==> src/rtl/transport_receive_if.sv <==
// Byte-stream and word-delivery bundle between the link receiver, transport_receive and the upper layer.
// The master modport drives bytes in and reads words out; the slave modport is the receiver's view.
interface transport_receive_if;
   logic [7:0]  packetIn;
   logic        byteValid;
   logic [1:0]  cmd;
   logic [15:0] data;
   logic        dataValid;
   logic        busy;
   logic        pktErr;

   modport master (
      output packetIn, byteValid,
      input  cmd, data, dataValid, busy, pktErr
   );

   modport slave (
      input  packetIn, byteValid,
      output cmd, data, dataValid, busy, pktErr
   );
endinterface

==> src/rtl/transport_receive.sv <==
// Transport-layer receiver: delineates fixed-length packets, decodes control/audio words, aborts on idle timeout.
// Optional macro TRANSPORT_RX_PADCHECK_EN adds reserved-bit and pad-byte checking (one pktErr per packet).
module transport_receive #(
   parameter int PACKET_BYTES   = 16,
   parameter int TIMEOUT_CYCLES = 1024
) (
   input logic                clk,
   input logic                reset,
   transport_receive_if.slave bus
);

`ifdef TRANSPORT_RX_PADCHECK_EN
   localparam bit PADCHECK = 1'b1;
`else
   localparam bit PADCHECK = 1'b0;
`endif

   localparam int CNT_W  = $clog2(PACKET_BYTES);
   localparam int IDLE_W = $clog2(TIMEOUT_CYCLES + 1);
   localparam logic [CNT_W-1:0]  LAST_IDX   = CNT_W'(PACKET_BYTES - 1);
   localparam logic [CNT_W-1:0]  AUDIO_LAST = CNT_W'(PACKET_BYTES - 2);
   localparam logic [IDLE_W-1:0] IDLE_MAX   = IDLE_W'(TIMEOUT_CYCLES - 1);

   typedef enum logic [1:0] {IDLE, CTRL, AUDIO, DROP} state_t;

   state_t            r_state, w_next_state;
   logic [CNT_W-1:0]  r_byte_cnt, w_byte_cnt_next;
   logic [IDLE_W-1:0] r_idle_cnt;
   logic [7:0]        r_hi;
   logic [1:0]        r_cmd;
   logic [15:0]       r_data;
   logic              r_data_valid, r_pkt_err, r_err_seen;
   logic              w_word_done, w_hi_load, w_pkt_err, w_err_seen_next;
   logic              w_in_payload, w_pad_bad;

   // NOTE: state-holding logic uses non-blocking assignments so every flop samples pre-edge values.
   always_ff @(posedge clk) begin
      if (reset) r_state <= IDLE;
      else       r_state <= w_next_state;
   end

   // NOTE: every combinational output gets a default first, so no path leaves one unassigned (no latch).
   always_comb begin
      w_next_state    = r_state;
      w_byte_cnt_next = r_byte_cnt;
      w_word_done     = 1'b0;
      w_hi_load       = 1'b0;
      w_pkt_err       = 1'b0;
      w_pad_bad       = 1'b0;
      w_err_seen_next = r_err_seen;
      w_in_payload    = (r_byte_cnt != '0) &&
                        (r_byte_cnt <= ((r_state == CTRL) ? CNT_W'(2) : AUDIO_LAST));

      if (bus.byteValid) begin
         if (r_state == IDLE) begin
            w_byte_cnt_next = CNT_W'(1);
            w_pad_bad       = PADCHECK && (bus.packetIn[5:0] != 6'd0);
            unique case (bus.packetIn[7:6])
               2'b01:   w_next_state = CTRL;
               2'b10:   w_next_state = AUDIO;
               default: begin
                  w_next_state = DROP;
                  w_pkt_err    = 1'b1;
               end
            endcase
            w_pkt_err       = w_pkt_err | w_pad_bad;
            w_err_seen_next = w_pkt_err;
         end else begin
            if (r_byte_cnt == LAST_IDX) begin
               w_next_state    = IDLE;
               w_byte_cnt_next = '0;
            end else begin
               w_byte_cnt_next = r_byte_cnt + CNT_W'(1);
            end
            if (r_state != DROP) begin
               if (w_in_payload) begin
                  w_hi_load   = r_byte_cnt[0];
                  w_word_done = !r_byte_cnt[0];
               end else begin
                  w_pad_bad = PADCHECK && (bus.packetIn != 8'h00);
               end
            end
            w_pkt_err       = w_pad_bad && !r_err_seen;
            w_err_seen_next = r_err_seen | w_pad_bad;
         end
      end else if (r_state != IDLE && r_idle_cnt == IDLE_MAX) begin
         // Timeout abandons the packet, including any half-received word in r_hi.
         w_next_state    = IDLE;
         w_byte_cnt_next = '0;
         w_pkt_err       = 1'b1;
      end
   end

   // NOTE: this block holds only a few control/data flops, so all of them are reset; nothing here is a memory.
   always_ff @(posedge clk) begin
      if (reset) begin
         r_byte_cnt   <= '0;
         r_idle_cnt   <= '0;
         r_hi         <= '0;
         r_cmd        <= '0;
         r_data       <= '0;
         r_data_valid <= 1'b0;
         r_pkt_err    <= 1'b0;
         r_err_seen   <= 1'b0;
      end else begin
         r_byte_cnt   <= w_byte_cnt_next;
         r_idle_cnt   <= (bus.byteValid || w_next_state == IDLE) ? '0 : r_idle_cnt + IDLE_W'(1);
         r_data_valid <= w_word_done;
         r_pkt_err    <= w_pkt_err;
         r_err_seen   <= w_err_seen_next;
         if (w_hi_load) r_hi <= bus.packetIn;
         if (w_word_done) begin
            r_cmd  <= (r_state == CTRL) ? 2'b01 : 2'b10;
            r_data <= {r_hi, bus.packetIn};
         end
      end
   end

   assign bus.cmd       = r_cmd;
   assign bus.data      = r_data;
   assign bus.dataValid = r_data_valid;
   assign bus.pktErr    = r_pkt_err;
   assign bus.busy      = (r_state != IDLE);

endmodule
==> src/flat_wrapper.sv <==
// flat-port wrapper written by rule: the top's interface ports become plain ports
module transport_receive_flat 
#(
   parameter int PACKET_BYTES   = 16,
   parameter int TIMEOUT_CYCLES = 1024
)
  (clk, reset, bus_packetIn, bus_byteValid, bus_cmd, bus_data, bus_dataValid, bus_busy, bus_pktErr);
  transport_receive_if bus_i ();
  input logic clk;
  input logic reset;
  input wire logic [$bits(bus_i.packetIn)-1:0] bus_packetIn;
  input wire logic [$bits(bus_i.byteValid)-1:0] bus_byteValid;
  output wire logic [$bits(bus_i.cmd)-1:0] bus_cmd;
  output wire logic [$bits(bus_i.data)-1:0] bus_data;
  output wire logic [$bits(bus_i.dataValid)-1:0] bus_dataValid;
  output wire logic [$bits(bus_i.busy)-1:0] bus_busy;
  output wire logic [$bits(bus_i.pktErr)-1:0] bus_pktErr;
  assign bus_i.packetIn = bus_packetIn;
  assign bus_i.byteValid = bus_byteValid;
  assign bus_cmd = bus_i.cmd;
  assign bus_data = bus_i.data;
  assign bus_dataValid = bus_i.dataValid;
  assign bus_busy = bus_i.busy;
  assign bus_pktErr = bus_i.pktErr;
  transport_receive #(.PACKET_BYTES(PACKET_BYTES), .TIMEOUT_CYCLES(TIMEOUT_CYCLES)) u_core (.clk(clk), .reset(reset), .bus(bus_i));
endmodule
==> config.mk <==
export PLATFORM = sky130hd
export DESIGN_NAME = transport_receive_flat
export DESIGN_NICKNAME = d
export VERILOG_FILES = /design/src/rtl/transport_receive_if.sv /design/src/rtl/transport_receive.sv /design/src/flat_wrapper.sv
export SDC_FILE = /design/constraint.sdc
export NUM_CORES = 1
export LEC_CHECK = 0
export CAP_MARGIN = 15
export CORE_MARGIN = 3
export CORE_UTILIZATION = 66
export CTS_BUF_LIST = sky130_fd_sc_hd__clkbuf_2 sky130_fd_sc_hd__clkbuf_4 sky130_fd_sc_hd__clkbuf_8
export CTS_CLUSTER_SIZE = 40
export DETAILED_ROUTE_END_ITERATION = 12
export DONT_BUFFER_PORTS = 1
export PLACE_DENSITY = 0.85
export SYNTH_ARGS = -nofsm -noshare
export SYNTH_HDL_FRONTEND = slang
export SYNTH_SLANG_ARGS = --single-unit
==> constraint.sdc <==
create_clock -name clk -period 4.48 [get_ports clk]
set_clock_uncertainty 0.2 [all_clocks]
set_input_delay 0.896 -clock clk [delete_from_list [all_inputs] [get_ports clk]]
set_output_delay 0.896 -clock clk [all_outputs]
set_load 0.01 [all_outputs]
==> results of run 1 <==
[cells by family after synthesis]
| kind of cell | after synthesis | synth area share |
|---|---|---|
| AO/OA/AOI/OAI | 35 | 0.1502 |
| AND/OR/NAND/NOR | 80 | 0.2073 |
| flip-flops | 45 | 0.4621 |
| multiplexers | 9 | 0.04621 |
| buffers and inverters | 22 | 0.05520 |
| XOR/XNOR | 9 | 0.04043 |
| adder cells (fa/ha/maj) | 6 | 0.03851 |
[stage by stage]
step / hold WS [ns] / instance area [µm²] / std cells / worst slack (ns) / total power (W)
after floorplan: 0.2232 / 1949 / 206 / 2.259 / 0.0004825
after global placement: 0.2347 / 1926 / 225 / 1.784 / 0.0004865
after detailed placement: 0.2410 / 1926 / 225 / 1.694 / 0.0004901
after CTS: 0.2587 / 1988 / 233 / 1.944 / 0.0006879
after global routing: 0.2769 / 1988 / 233 / 1.668 / 0.0007163
final: 0.2580 / 1988 / 233 / 1.891 / 0.0006850
[cells in the mapped netlist, types with 4 or more instances]
master    count  share of area
xor2_1        5          0.022
nor3_1        4          0.010
xnor2_1       4          0.018
nor2_1       17          0.033
a31o_1       16          0.072
mux2i_1       9          0.046
dfxtp_1      45           0.46
ha_1          6          0.039
nor4_1       17          0.055
buf_2         8          0.021
clkbuf_1      4         0.0077
nand3_1       4          0.010
inv_1         7          0.013
nand2_1      23          0.044
[cells in the final DEF, fill, tap and decap left out, drive strengths merged]
master    synthesis  routed
xor2              5       5
nor2             17      17
nand4             3       3
and3              2       2
nand3             4       4
a311oi            1       1
nand2            23      23
o211a             1       1
o21a              1       1
clkinvlp          0       1
o31ai             2       2
a21oi             2       2
clkbuf            4       5
nor2b             3       3
nand2b            3       3
dfxtp            45      45
ha                6       6
a32o              1       1
xnor2             4       4
o21ai             1       1
or4               1       1
buf              10       2
a31o             16      16
mux2i             9       9
clkinv            1       2
a21o              1       1
nor3              5       5
a41oi             1       1
o2bb2ai           2       2
and4              1       1
a311o             1       1
o32ai             1       1
nor4             17      17
a211oi            3       3
inv               7       8
or3               1       1
o22ai             1       1
[layer usage]
layer | vias up | wire length (µm)
li1 | 734 | -
met1 | 693 | 1727
met5 | - | 0
met3 | 7 | 293
met2 | 46 | 1792
met4 | 0 | 61
[flip-flops by register name (all words and copies together), names as in the netlist]
| name | flops |
|---|---|
| u_core.bus.cmd | 2 |
| u_core.r_hi | 8 |
| u_core.r_byte_cnt | 4 |
| u_core.bus.pktErr | 1 |
| u_core.bus.dataValid | 1 |
| u_core.r_state | 2 |
| u_core.r_idle_cnt | 11 |
| u_core.bus.data | 16 |
[final timing paths]
kind | start | endpoint | slack, ns
hold / removal | u_core.r_idle_cnt[10] | u_core.r_idle_cnt[10] | 0.26
setup / recovery | u_core.r_state[0] | u_core.bus.data[4] | 1.89
hold reg to reg | u_core.r_idle_cnt[10] | u_core.r_idle_cnt[10] | 0.26
setup reg to reg | u_core.r_state[0] | u_core.bus.data[4] | 1.89
[critical path, delay by kind of cell, from the launching register on]
family / cells / cell delay [ns]
compound gates: 1 / 0.32
xor+xnor: 1 / 0.21
flops: 1 / 0.44
simple gates: 2 / 1.33
[power breakdown]
group / internal, W / total (W) / switching, W / leakage [nW]
logic: 0.0000189 / 0.0000627 / 0.0000438 / 0.316
clock network: 0.0000641 / 0.000203 / 0.000139 / 0.0318
registers: 0.000409 / 0.000419 / 0.0000100 / 0.364
[cell type report]
class	count	area share
Timing Repair Buffer	2	0.007552
Sequential cell	45	0.4531
Multi-Input combinational cell	139	0.4733
Tap cell	31	0.01951
Clock buffer	5	0.01888
Inverter	8	0.01510
Clock inverter	3	0.01259
==> summary.txt, run 1 <==
Setup path
  – CP Cell Sequence: xor2_1 -> nand3_1 -> or3_1 -> a31o_1
  – Slowest CP cell: or3_1
  – Crit Path Class: register to register
  – WP data required: 4.55 ns
  – Crit path capture type: register
  – Startpoint types: register
  – Critical path data arrival time: 2.66 ns
  – Critical Path Fanout Max: 20
  – Max incr delay on CP: 0.80 ns
  – Worst reg-to-reg path cell count: 4

Clock network
  – CTS clk-pin slew, worst paths: around 0.13 ns
  – CTS tree: done
  – Root Buffer: clkbuf_4
  – TritonCTS Sinks: 45
  – Skew-Pair Late Insertion Delay: 0.37 ns
  – Maximum clock insertion buffer count: 2
  – CTS buffer count: 5
  – CTS H-Tree Depth: 2
  – Gates resized, CTS repair: 0
  – Post-CTS Setup Bufs: 0
  – # hold bufs at CTS: 0

Synthesis
  – EDFF count, synth: 0
  – Synthesized instance count: 206
  – Distinct cells, synth: 39
  – Top_reg_cell synth: dfxtp_1
  – Synth warn: 0
  – Async SR Flop Fraction: 0
  – Syn Area/Cell: 9.463 µm²
  – Syn_nets: about 220
  – Sequential share of the synthesized area: 0.4621
  – Synth Register Bits: 45
  – Synthesized area: 1949 µm²

Timing
  – Final count of hold timing violations: 0
  – Setup TNS: 0 ns
  – Max Transition Viols Final: 0
  – Slew @ Worst Pin: about 0.86 ns
  – Final setup fails: 0
  – Final period util: 0.5780
  – Unrepaired setup endpoints after global routing: no
  – Fmax achieved: 0.3862 GHz
  – Min Tclk post-route: around 2.6 ns
  – Max-slew headroom: 0.4258

Routing
  – DRC Markers: 0
  – Vias per cell: approximately 6.4
  – Pre-antenna DRT Iters: 4
  – Vias post-DR: ~1500
  – Wire per inst: 16.63 µm
  – Antenna viol nets, final: 0
  – DR iter-0 viols: 70
  – Final wirelength: between 3000 and 4000 µm

Global route
  – Vias in the first global route: 1420
  – Grt peak-use layer: met2
  – Total gr overflow: 0
  – GRT Resource Usage Total: 0.2409
  – Met3 Usage GRT: 0.09149
  – GR Util met1: 0.3080
  – Pin count of the biggest net entering global routing: 35
  – Global-route wire length before repair: between 6000 and 7000 µm
  – Met2 track demand over resource: 0.3704
  – Antenna violations before repair: 0

Placed design
  – PortBufs: 0
  – GPL Wtd Cong: 0.7751
  – Dpl hpwl: 2813 µm

Min path
  – Min-delay worst type: register to register
  – Hold depth: 2

Pwr
  – Leakage power: 0.7118 nW
  – Peak VDD IR: 0.3924 mV
  – Pwr Density: roughly 340 nW/µm²

Floorplanning
  – I/O pin cnt: 32
  – Chip height: 60.35 µm
  – Die width: ~60 µm
  – Die footprint: 3642 µm²
  – Initial Util: 0.7009
  – Core Area: 2781 µm²
  – Row count: 19

Layout
  – Number of fill cells: ~220
  – Fraction of layout cells with a size suffix above 1: 0.05941
  – # diodes: 0
  – Area of the multi-input gates: 940.9 µm²
  – Post-layout nets: 218
  – Final core occ: 0.7148
  – FF/Latch Area: 900.9 µm²
  – P&R area growth vs syn: 1.990%

Run
  – Max-Cap Viols: 0

Status
  – Status: finished, final reports clean
Note: power is estimated with default switching activity, not from simulation.
==> run 2, diff against run 1 <==
--- a/config.mk
+++ b/config.mk
@@ -7,12 +7,12 @@
 export LEC_CHECK = 0
 export CAP_MARGIN = 15
 export CORE_MARGIN = 3
-export CORE_UTILIZATION = 66
+export CORE_UTILIZATION = 65
 export CTS_BUF_LIST = sky130_fd_sc_hd__clkbuf_2 sky130_fd_sc_hd__clkbuf_4 sky130_fd_sc_hd__clkbuf_8
 export CTS_CLUSTER_SIZE = 40
 export DETAILED_ROUTE_END_ITERATION = 12
 export DONT_BUFFER_PORTS = 1
-export PLACE_DENSITY = 0.85
+export PLACE_DENSITY = 0.84
 export SYNTH_ARGS = -nofsm -noshare
 export SYNTH_HDL_FRONTEND = slang
 export SYNTH_SLANG_ARGS = --single-unit
==> constraint.sdc (replaced) <==
create_clock -name clk -period 2.4 [get_ports clk]
set_clock_uncertainty 0.2 [all_clocks]
set_input_delay 0.48 -clock clk [delete_from_list [all_inputs] [get_ports clk]]
set_output_delay 0.48 -clock clk [all_outputs]
set_load 0.01 [all_outputs]
==> run 2 against run 1 <==
Against the previous run:
- power increased by 93%
- register-to-register slack lost 1.6 ns
- combinational power rose by 110%
- utilization up 2.2 points
- non-clock buffer count increased by 8
==> summary.txt, run 2 (synthesis results as in run 1) <==
Timing
  – Slew @ Worst Pin: 0.6748 ns (-0.1812 ns)
  – Final count of hold timing violations: 0 (unchanged)
  – Setup TNS: 0 ns (unchanged)
  – Min Tclk post-route: 2.158 ns (-0.4316 ns)
  – Unrepaired setup endpoints after global routing: no
  – Final period util: 0.8991 (+0.3211)
  – Fmax achieved: 0.4634 GHz (+20%)
  – Max-slew headroom: 0.5474 (+0.1216)
  – Final setup fails: 0 (unchanged)
  – Max Transition Viols Final: 0 (unchanged)

Placed design
  – GPL Wtd Cong: 0.7787 (+0.46%)
  – PortBufs: 0 (unchanged)
  – Dpl hpwl: 2700 µm (-4.0%)

Clock network
  – Skew-Pair Late Insertion Delay: 0.37 ns (about the same)
  – Root Buffer: clkbuf_4
  – CTS H-Tree Depth: 2 (unchanged)
  – TritonCTS Sinks: 45 (unchanged)
  – Maximum clock insertion buffer count: 2 (unchanged)
  – CTS clk-pin slew, worst paths: 0.14 ns (about the same)
  – Post-CTS Setup Bufs: 0 (unchanged)
  – CTS tree: done
  – CTS buffer count: 5 (unchanged)

Routing
  – Antenna viol nets, final: 0 (unchanged)
  – DRC Markers: 0 (unchanged)
  – Wire per inst: 16.17 µm (-2.8%)
  – Vias post-DR: 1528 (+3.2%)
  – Pre-antenna DRT Iters: 5 (+1)
  – DR iter-0 viols: 71 (+1.4%)
  – Vias per cell: 6.340 (-0.18%)
  – Final wirelength: 3897 µm (+0.57%)

Floorplanning
  – I/O pin cnt: 32 (unchanged)
  – Die footprint: 3692 µm² (+1.4%)
  – Chip height: 60.77 µm (+0.70%)
  – Initial Util: 0.6949 (-0.005939)
  – Core Area: 2805 µm² (+0.85%)
  – Die width: 60.77 µm (+0.70%)
  – Row count: 19 (unchanged)

Global route
  – Vias in the first global route: 1368 (-3.7%)
  – Antenna violations before repair: 0 (unchanged)
  – GRT Resource Usage Total: 0.2376 (-0.003290)
  – Total gr overflow: 0 (unchanged)
  – Global-route wire length before repair: 6458 µm (+0.11%)
  – Pin count of the biggest net entering global routing: 28 (-20%)

Pwr
  – Leakage power: 0.7610 nW (+6.9%)
  – Peak VDD IR: 0.4341 mV (+11%)
  – Total power: 0.001322 W (+93%)
  – Pwr Density: 639.9 nW/µm² (+86%)

Setup path
  – WP data required: 2.49 ns (-2.06 ns)
  – Startpoint types: register
  – Crit path buf inv count: 3 (+3)
  – Worst reg-to-reg path cell count: 7 (+3)
  – Levels on crit path: 7 (+3)
  – CP Cell Sequence: inv_1 -> ha_1 -> inv_1 -> mux2i_1 -> buf_4 -> nor3_4 -> mux2i_1
  – Critical Path Fanout Max: 9 (-55%)
  – Slowest CP cell: nor3_4
  – Crit path capture type: register
  – Critical path data arrival time: 2.25 ns (-0.41 ns)
  – Crit Path Class: register to register
  – Max incr delay on CP: 0.50 ns (-0.30 ns)
  – Family with the most delay on the worst path: simple AND/OR/NAND/NOR gates

Layout
  – Fraction of layout cells with a size suffix above 1: 0.09048 (+0.03107)
  – P&R area growth vs syn: 5.969%
  – Commonest non-fill, non-tap cells in the layout: dfxtp_1 (45), nand2_1 (23), nor2_1 (17), nor4_1 (17), a31o_1 (16)
  – Post-layout nets: 226 (+3.7%)
  – Number of flip-flops in the largest register: 16 (unchanged)
  – Commonest non-fill, non-tap cell in the layout: dfxtp_1
  – Number of fill cells: 224 (+2.3%)
  – # diodes: 0 (unchanged)
  – FF/Latch Area: 900.9 µm² (unchanged)
  – Area of the multi-input gates: 945.9 µm² (+0.53%)

Min path
  – Hold depth: 2 (unchanged)
  – Min-delay worst type: input pin to register

Status
  – Status: finished, final reports clean

Run
  – Max-Cap Viols: 0 (unchanged)
==> run 2: cell type report <==
type,count,area share
multi-input cells,139,0.4579
clock buffers,7,0.03150
flip-flops and latches,45,0.4361
well taps,31,0.01878
repair buffers,10,0.03876
clock inverters,1,0.002423
inverters,8,0.01454
==> run 2: path summary, 6_finish.rpt <==
check | endpoint | slack [ns] | startpoint
min reg2reg | u_core.r_idle_cnt[10] | 0.26 | u_core.r_idle_cnt[10]
max | u_core.r_hi[0] | 0.24 | u_core.r_byte_cnt[0]
max reg2reg | u_core.r_hi[0] | 0.24 | u_core.r_byte_cnt[0]
min | u_core.r_hi[2] | 0.07 | bus_packetIn[2]
==> run 2: what timing repair did <==
item / 4_1_cts / 5_1_grt
setup endpoints to repair: 0 / 1
gates resized for setup: 0 / 1
hold buffers: 1 / 1
endpoints found under the hold margin: 5 / 1
==> run 2: per-layer routing <==
layer | wire length [µm] | up-vias | part of all wire | track usage
met5 | 0 | - | 0 | 0
met4 | 48 | 0 | 0.012 | 0.07430
met3 | 255 | 5 | 0.065 | 0.08936
met2 | 1824 | 36 | 0.47 | 0.3618
met1 | 1769 | 729 | 0.45 | 0.3132
li1 | - | 758 | - | -
==> run 2: per-stage QoR <==
stage | hold slack, ns | instance area [µm²] | worst slack (ns) | utilization | std cells
after CTS | 0.003905 | 2051 | 0.1870 | 0.7310 | 240
final | 0.07074 | 2066 | 0.2422 | 0.7364 | 241
after global placement | 0.2355 | 1971 | 0.3312 | 0.7025 | 231
after global routing | 0.03657 | 2066 | 0.1025 | 0.7364 | 241
after floorplan | 0.2232 | 1949 | 0.4669 | - | 206
after detailed placement | 0.2427 | 1971 | 0.2356 | 0.7025 | 231
==> run 2: power breakdown <==
part           switching, W  internal [W]  total [W]  leakage (nW)
clock network      0.000238      0.000170   0.000408        0.0413
registers         0.0000187      0.000764   0.000783         0.364
logic             0.0000856     0.0000451   0.000131         0.356
==> run 3, diff against run 2 <==
--- a/config.mk
+++ b/config.mk
@@ -12,7 +12,8 @@
 export CTS_CLUSTER_SIZE = 40
 export DETAILED_ROUTE_END_ITERATION = 12
 export DONT_BUFFER_PORTS = 1
-export PLACE_DENSITY = 0.84
+export GPL_TIMING_DRIVEN = 0
+export PLACE_DENSITY = 0.9
 export SYNTH_ARGS = -nofsm -noshare
 export SYNTH_HDL_FRONTEND = slang
 export SYNTH_SLANG_ARGS = --single-unit
==> run 3 against run 2 <==
Against the previous run:
- largest power group unchanged
- worst setup slack got worse by 0.013 ns
- first-iteration DRC count rose by 23%
- global-route usage fell by 0.36 points
- register-to-register slack barely moved
- final area fell by 0.85%
- worst hold slack improved by 0.0084 ns
- sequential share of layout area rose by 0.37 points
- sequential power barely moved
- combinational power barely moved
- clock-buffer cell count fell by 1
- cell count rose by 1.7%
- via count rose by 1.4%
==> summary.txt, run 3 (synthesis results as in run 1) <==
Routing
  – Pre-antenna DRT Iters: 4 (-1)
  – Final wirelength: 4001 µm (+2.7%)
  – Vias post-DR: 1549 (+1.4%)
  – Vias per cell: 6.322 (-0.28%)
  – DR iter-0 viols: 87 (+23%)
  – Antenna viol nets, final: 0 (unchanged)
  – Wire per inst: 16.33 µm (+0.99%)
  – DRC Markers: 0 (unchanged)

Layout
  – Final core occ: 0.7302 (-0.006244)
  – Number of fill cells: 212 (-5.4%)
  – FF/Latch Area: 900.9 µm² (unchanged)
  – P&R area growth vs syn: 5.070%
  – Number of flip-flops in the largest register: 16 (unchanged)
  – Fraction of layout cells with a size suffix above 1: 0.09346 (+0.002982)
  – # diodes: 0 (unchanged)
  – Fin cells: 245 (+1.7%)
  – Post-layout nets: 230 (+1.8%)
  – Area of the multi-input gates: 940.9 µm² (-0.53%)
  – Commonest non-fill, non-tap cell in the layout: dfxtp_1
  – Commonest non-fill, non-tap cells in the layout: dfxtp_1 (45), nand2_1 (23), nor2_1 (17), nor4_1 (17), a31o_1 (16)
  – Fin area: 2048 µm² (-0.85%)

Timing
  – Slew @ Worst Pin: 0.6041 ns (-0.07073 ns)
  – Final period util: 0.9045 (+0.005472)
  – Final setup fails: 0 (unchanged)
  – Min Tclk post-route: 2.171 ns (+0.01313 ns)
  – Worst hold slack: 0.07916 ns (+0.008417 ns)
  – Max Transition Viols Final: 0 (unchanged)
  – Max-slew headroom: 0.5936 (+0.04622)
  – Fmax achieved: 0.4606 GHz (-0.60%)
  – Final count of hold timing violations: 0 (unchanged)
  – Setup TNS: 0 ns (unchanged)
  – Unrepaired setup endpoints after global routing: no

Placed design
  – Dpl hpwl: 2923 µm (+8.3%)
  – Placed Cells: 237 (+2.6%)
  – PortBufs: 0 (unchanged)
  – GPL Wtd Cong: 0.7935 (+1.9%)
  – DP Area: 1988 µm² (+0.89%)

Clock network
  – CTS buffer count: 5 (unchanged)
  – Skew-Pair Late Insertion Delay: 0.37 ns (about the same)
  – CTS tree: done
  – CTS H-Tree Depth: 2 (unchanged)
  – Maximum clock insertion buffer count: 2 (unchanged)
  – TritonCTS Sinks: 45 (unchanged)
  – Gates resized, CTS repair: 0 (unchanged)
  – Post-CTS Setup Bufs: 0 (unchanged)
  – # hold bufs at CTS: 0 (-1)
  – CTS clk-pin slew, worst paths: 0.14 ns (about the same)
  – Root Buffer: clkbuf_4

Global route
  – Vias in the first global route: 1425 (+4.2%)
  – Pin count of the biggest net entering global routing: 15 (-46%)
  – Global-route wire length before repair: 6403 µm (-0.85%)
  – GRT Resource Usage Total: 0.2340 (-0.003610)
  – Total gr overflow: 0 (unchanged)
  – Antenna violations before repair: 0 (unchanged)

Setup path
  – WP data required: 2.50 ns (about the same)
  – Slowest CP cell: nor3_4
  – Startpoint types: register
  – Crit path capture type: register
  – Crit path buf inv count: 3 (unchanged)
  – Max incr delay on CP: 0.49 ns (about the same)
  – Critical Path Fanout Max: 10 (+1)
  – Critical path data arrival time: 2.27 ns (+0.02 ns)
  – Family with the most delay on the worst path: simple AND/OR/NAND/NOR gates
  – CP Cell Sequence: inv_1 -> ha_1 -> inv_1 -> mux2i_1 -> buf_2 -> nor3_4 -> mux2i_1
  – Crit Path Class: register to register

Floorplanning
  – Row count: 19 (unchanged)
  – I/O pin cnt: 32 (unchanged)
  – Chip height: 60.77 µm (unchanged)
  – Die width: 60.77 µm (unchanged)
  – Die footprint: 3692 µm² (unchanged)
  – Core Area: 2805 µm² (unchanged)
  – Initial Util: 0.6949 (unchanged)

Pwr
  – Sw Share: 0.2769 (+0.01763)
  – Peak VDD IR: 0.4231 mV (-2.5%)
  – Pwr Density: 630.0 nW/µm² (-1.5%)
  – Leakage power: 0.7455 nW (-2.0%)
  – NetSw: 0.0003573 W (+4.3%)
  – Combinational share of power: 0.103 (+0.004)
  – Cell-internal power: 0.0009330 W (-4.7%)
  – Power share of the sequential group: 0.607 (+0.015)
  – Clock power frac: 0.290 (-0.019)

Run
  – Max-Cap Viols: 0 (unchanged)

Status
  – Status: finished, final reports clean

Min path
  – Min-delay worst type: input pin to register
run 3: changes by cell type in the layout (fill, tap and decap cells not counted), sizes merged:
| cell | change |
|---|---|
| clkbuf | +3 |
| dlygate4sd3 | -2 |
| clkinvlp | +2 |
| clkinv | -1 |
| buf | +2 |
run 3: power by group through the flow:
stage	sequential (W)	clock, W	combinational [W]
floorplan	0.000795	0	0.000105
global placement	0.000798	0	0.000124
detailed placement	0.000800	0	0.000130
CTS	0.000783	0.000383	0.000131
global route	0.000787	0.000420	0.000145
finish	0.000784	0.000374	0.000133
run 3: path summary, 6_finish.rpt:
kind | from | to | slack, ns | cells after the start
min | bus_packetIn[6] | u_core.r_hi[6] | 0.08 | 2
min reg2reg | u_core.r_idle_cnt[10] | u_core.r_idle_cnt[10] | 0.27 | 2
max | u_core.r_byte_cnt[0] | u_core.r_hi[1] | 0.23 | 7
max reg2reg | u_core.r_byte_cnt[0] | u_core.r_hi[1] | 0.23 | 7
run 3: final cells by class:
class	count	share of cell area
Buffer	14	0.03787
Clock buffer	6	0.02199
Clock inverter	2	0.007330
Inverter	8	0.01466
Multi-Input combinational cell	139	0.4594
Sequential cell	45	0.4398
Tap cell	31	0.01894
run 3: per-stage QoR:
stage,total power (W),setup slack (ns)
2_1_floorplan,0.0009006,0.4669
3_3_place_gp,0.0009225,0.3677
3_5_place_dp,0.0009300,0.2903
4_1_cts,0.001297,0.2395
5_1_grt,0.001352,0.1224
6_report,0.001290,0.2291
run 3: layer usage:
metal	up-vias	global-route usage	wire (µm)
met2	43	0.3908	1956
met4	0	0.07430	52
met1	735	0.2749	1714
met5	-	0	0
met3	8	0.09362	278
li1	763	-	-
==> variant: new RTL, config.mk and constraints of run 3 <==
Reset style: asynchronous (`reset`), changed in 2 clocked blocks.
--- a/src/rtl/transport_receive.sv
+++ b/src/rtl/transport_receive.sv
@@ -36,3 +36,3 @@
    // NOTE: state-holding logic uses non-blocking assignments so every flop samples pre-edge values.
-   always_ff @(posedge clk) begin
+   always_ff @(posedge clk or posedge reset) begin
       if (reset) r_state <= IDLE;
@@ -94,3 +94,3 @@
    // NOTE: this block holds only a few control/data flops, so all of them are reset; nothing here is a memory.
-   always_ff @(posedge clk) begin
+   always_ff @(posedge clk or posedge reset) begin
       if (reset) begin
Check against the original RTL: differs if reset is asserted again (counterexample within 4 cycles, from zero or initial values and one cycle with reset high); with reset held inactive, the same outputs for 10 cycles.
==> variant against run 3 <==
Critical path depth fell by 1. Highest routed layer unchanged. Wire length about the same. Area after synthesis rose by 4.9%. Critical path type unchanged. First-iteration DRC count shrank 29%. Largest cell class is now sequential cells. Die area increased by 4.4%. Setup slack worse by 0.20 ns. Via count shrank 16%. Maximum frequency fell by 8.6%. Final area grew 12%. Sequential cell count did not move.
Power is not compared: it rests on default switching activity, and its combinational part moved more than twofold at a synthesized area within 25%.
==> variant: results (changes against run 3) <==
[outcome]
status=finished clean

[global_route]
grt_pass1_vias=1305  ; -8.4%
antenna_found_initial=0  ; unchanged
grt_max_degree=46  ; +31
grt_first_pass_wirelength_mm=6.08  ; -5.1%
grt_use_total_pct=22.5  ; -0.92 points

[logic_synthesis]
yosys.cell_types.count=37  ; -5.1%
synthesis.yosys.warnings=0  ; unchanged
synthArstFlopShare_pct=100  ; +100 points
synth_top_cells_by_area=dfrtp_1 (55%), mux2_2 (9.4%), mux2_4 (5.9%)
synthesis.nets=177  ; -21%
synth_sequential_area_ratio_pct=55.1  ; +8.9 points
yosys-top-cells-count=dfrtp_1 (45), mux2_2 (17), nor2_1 (13)

[place]
detailed_place.area_mm2=0.00210  ; +5.5%
globalplace.congestion=0.822  ; +3.6%
io_buffer_count=0  ; unchanged
hpwl_mm=2.57  ; -12%

[detailed_routing]
avgRoutedWirePerCell_um=18.2  ; +11%
drt-vias-per-instance=5.89  ; -6.8%
first_iter_violations=62  ; -29%
drtPass1Iterations=4  ; unchanged

[worst_setup_path]
critical-path-max-stage-delay_ns=0.47  ; -0.02 ns
crit_slowest_cell=nor3_4
cp.arrival_ns=2.43  ; +0.16 ns
critical_path.max_fanout=8  ; -2
worst_path_dominant_cell_family=simple AND/OR/NAND/NOR gates

[layout]
filler_cell_count=161  ; -24%
antenna_cells_inserted=0  ; unchanged
design.final.nets=194  ; -16%
largest_register_ffs=16  ; unchanged
fraction_of_final_layout_cells_sized_beyond_drive_strength_1_pct=31.5  ; +22 points

[clocking]
clk-insertion-delay-late_ns=0.37  ; about the same
cts-buffers-inserted=5  ; unchanged
clkTransAtPathRegs_ns=0.13
number_of_buffers_on_the_longest_clock_path=2  ; unchanged
cts.htree.levels=2  ; unchanged
clock_tree_root_buffer_cell=clkbuf_4

[timing]
timing.final.max_slew_violations=0  ; unchanged
slew_headroom_pct=40.3  ; -19 points

[min_path]
min-delay-path-class=input pin to register

[pwr]
p_leak_nw=1.03
irDropWorstVdd_mv=0.814

## variant: changes by cell type after synthesis, sizes merged, moves of 7 or more
cell	change
nand2	-13
buf	-8
dfrtp	+45
a31o	-15
mux2	+25
dfxtp	-45
nor4	-16
mux2i	-8
o21ai	+7
## variant: where the power goes
part | internal, W | total (W) | switching [W]
combinational | 0.000413 | 0.000701 | 0.000288
clock | 0.000233 | 0.000473 | 0.000240
sequential | 0.00102 | 0.00129 | 0.000275
## variant: per-stage QoR
step                cells  setup slack (ns)  total power (W)  setup TNS (ns)
CTS                   215            0.0349          0.00241               0
global route          220           -0.0201          0.00260         -0.0733
global placement      202            -0.110          0.00184           -1.03
floorplan             160            0.0190          0.00175               0
finish                220            0.0248          0.00247               0
detailed placement    202            -0.160          0.00191           -2.10
## variant: layer usage
layer  up-vias  routed length (µm)  global-route usage, %
met2        48                2100                   38.6
met1       642                1540                   25.8
met5         -                   0                      0
met3         7                 306                   8.26
met4         0                  53                   7.58
li1        599                   -                      -
## variant: cell type report
cell class / count / area [µm²] / share of cell area, %
Clock buffer: 6 / 45.0 / 1.96
Multi-Input combinational cell: 103 / 861 / 37.4
Clock inverter: 2 / 38.8 / 1.69
Sequential cell: 45 / 1130 / 49.0
Inverter: 9 / 33.8 / 1.47
Buffer: 3 / 35.0 / 1.52
Timing Repair Buffer: 10 / 108 / 4.68
Tap cell: 42 / 52.6 / 2.28
## variant: cell families after synthesis
family / share of synthesized area (%)
AO/OA/AOI/OAI: 7.22
XOR/XNOR: 3.43
adder cells (fa/ha/maj): 3.67
buffers and inverters: 3.37
flip-flops: 55.1
multiplexers: 15.7
AND/OR/NAND/NOR: 11.5
## variant: repair_timing
item,4_1_cts,5_1_grt
setup endpoints to repair,25,19
hold buffers,1,0
resized for setup,1,4
endpoints found under the hold margin,45,0
pin swaps,0,1
gates cloned,0,1
setup buffers,4,4
## variant: path summary, 6_finish.rpt
path | from | endpoint | slack (ns) | cells after the start
worst max-delay path | u_core.r_byte_cnt[1] | u_core.r_hi[3] | 0.02 | 6
worst min-delay path | bus_packetIn[5] | u_core.bus.data[5] | 0.05 | 1
worst max register to register | u_core.r_byte_cnt[1] | u_core.r_hi[3] | 0.02 | 6
worst min register to register | u_core.r_idle_cnt[0] | u_core.r_idle_cnt[0] | 0.31 | 1
max in group asynchronous | reset | u_core.r_byte_cnt[0] | 0.83 | 2
min in group asynchronous | reset | u_core.r_hi[7] | 0.56 | 2
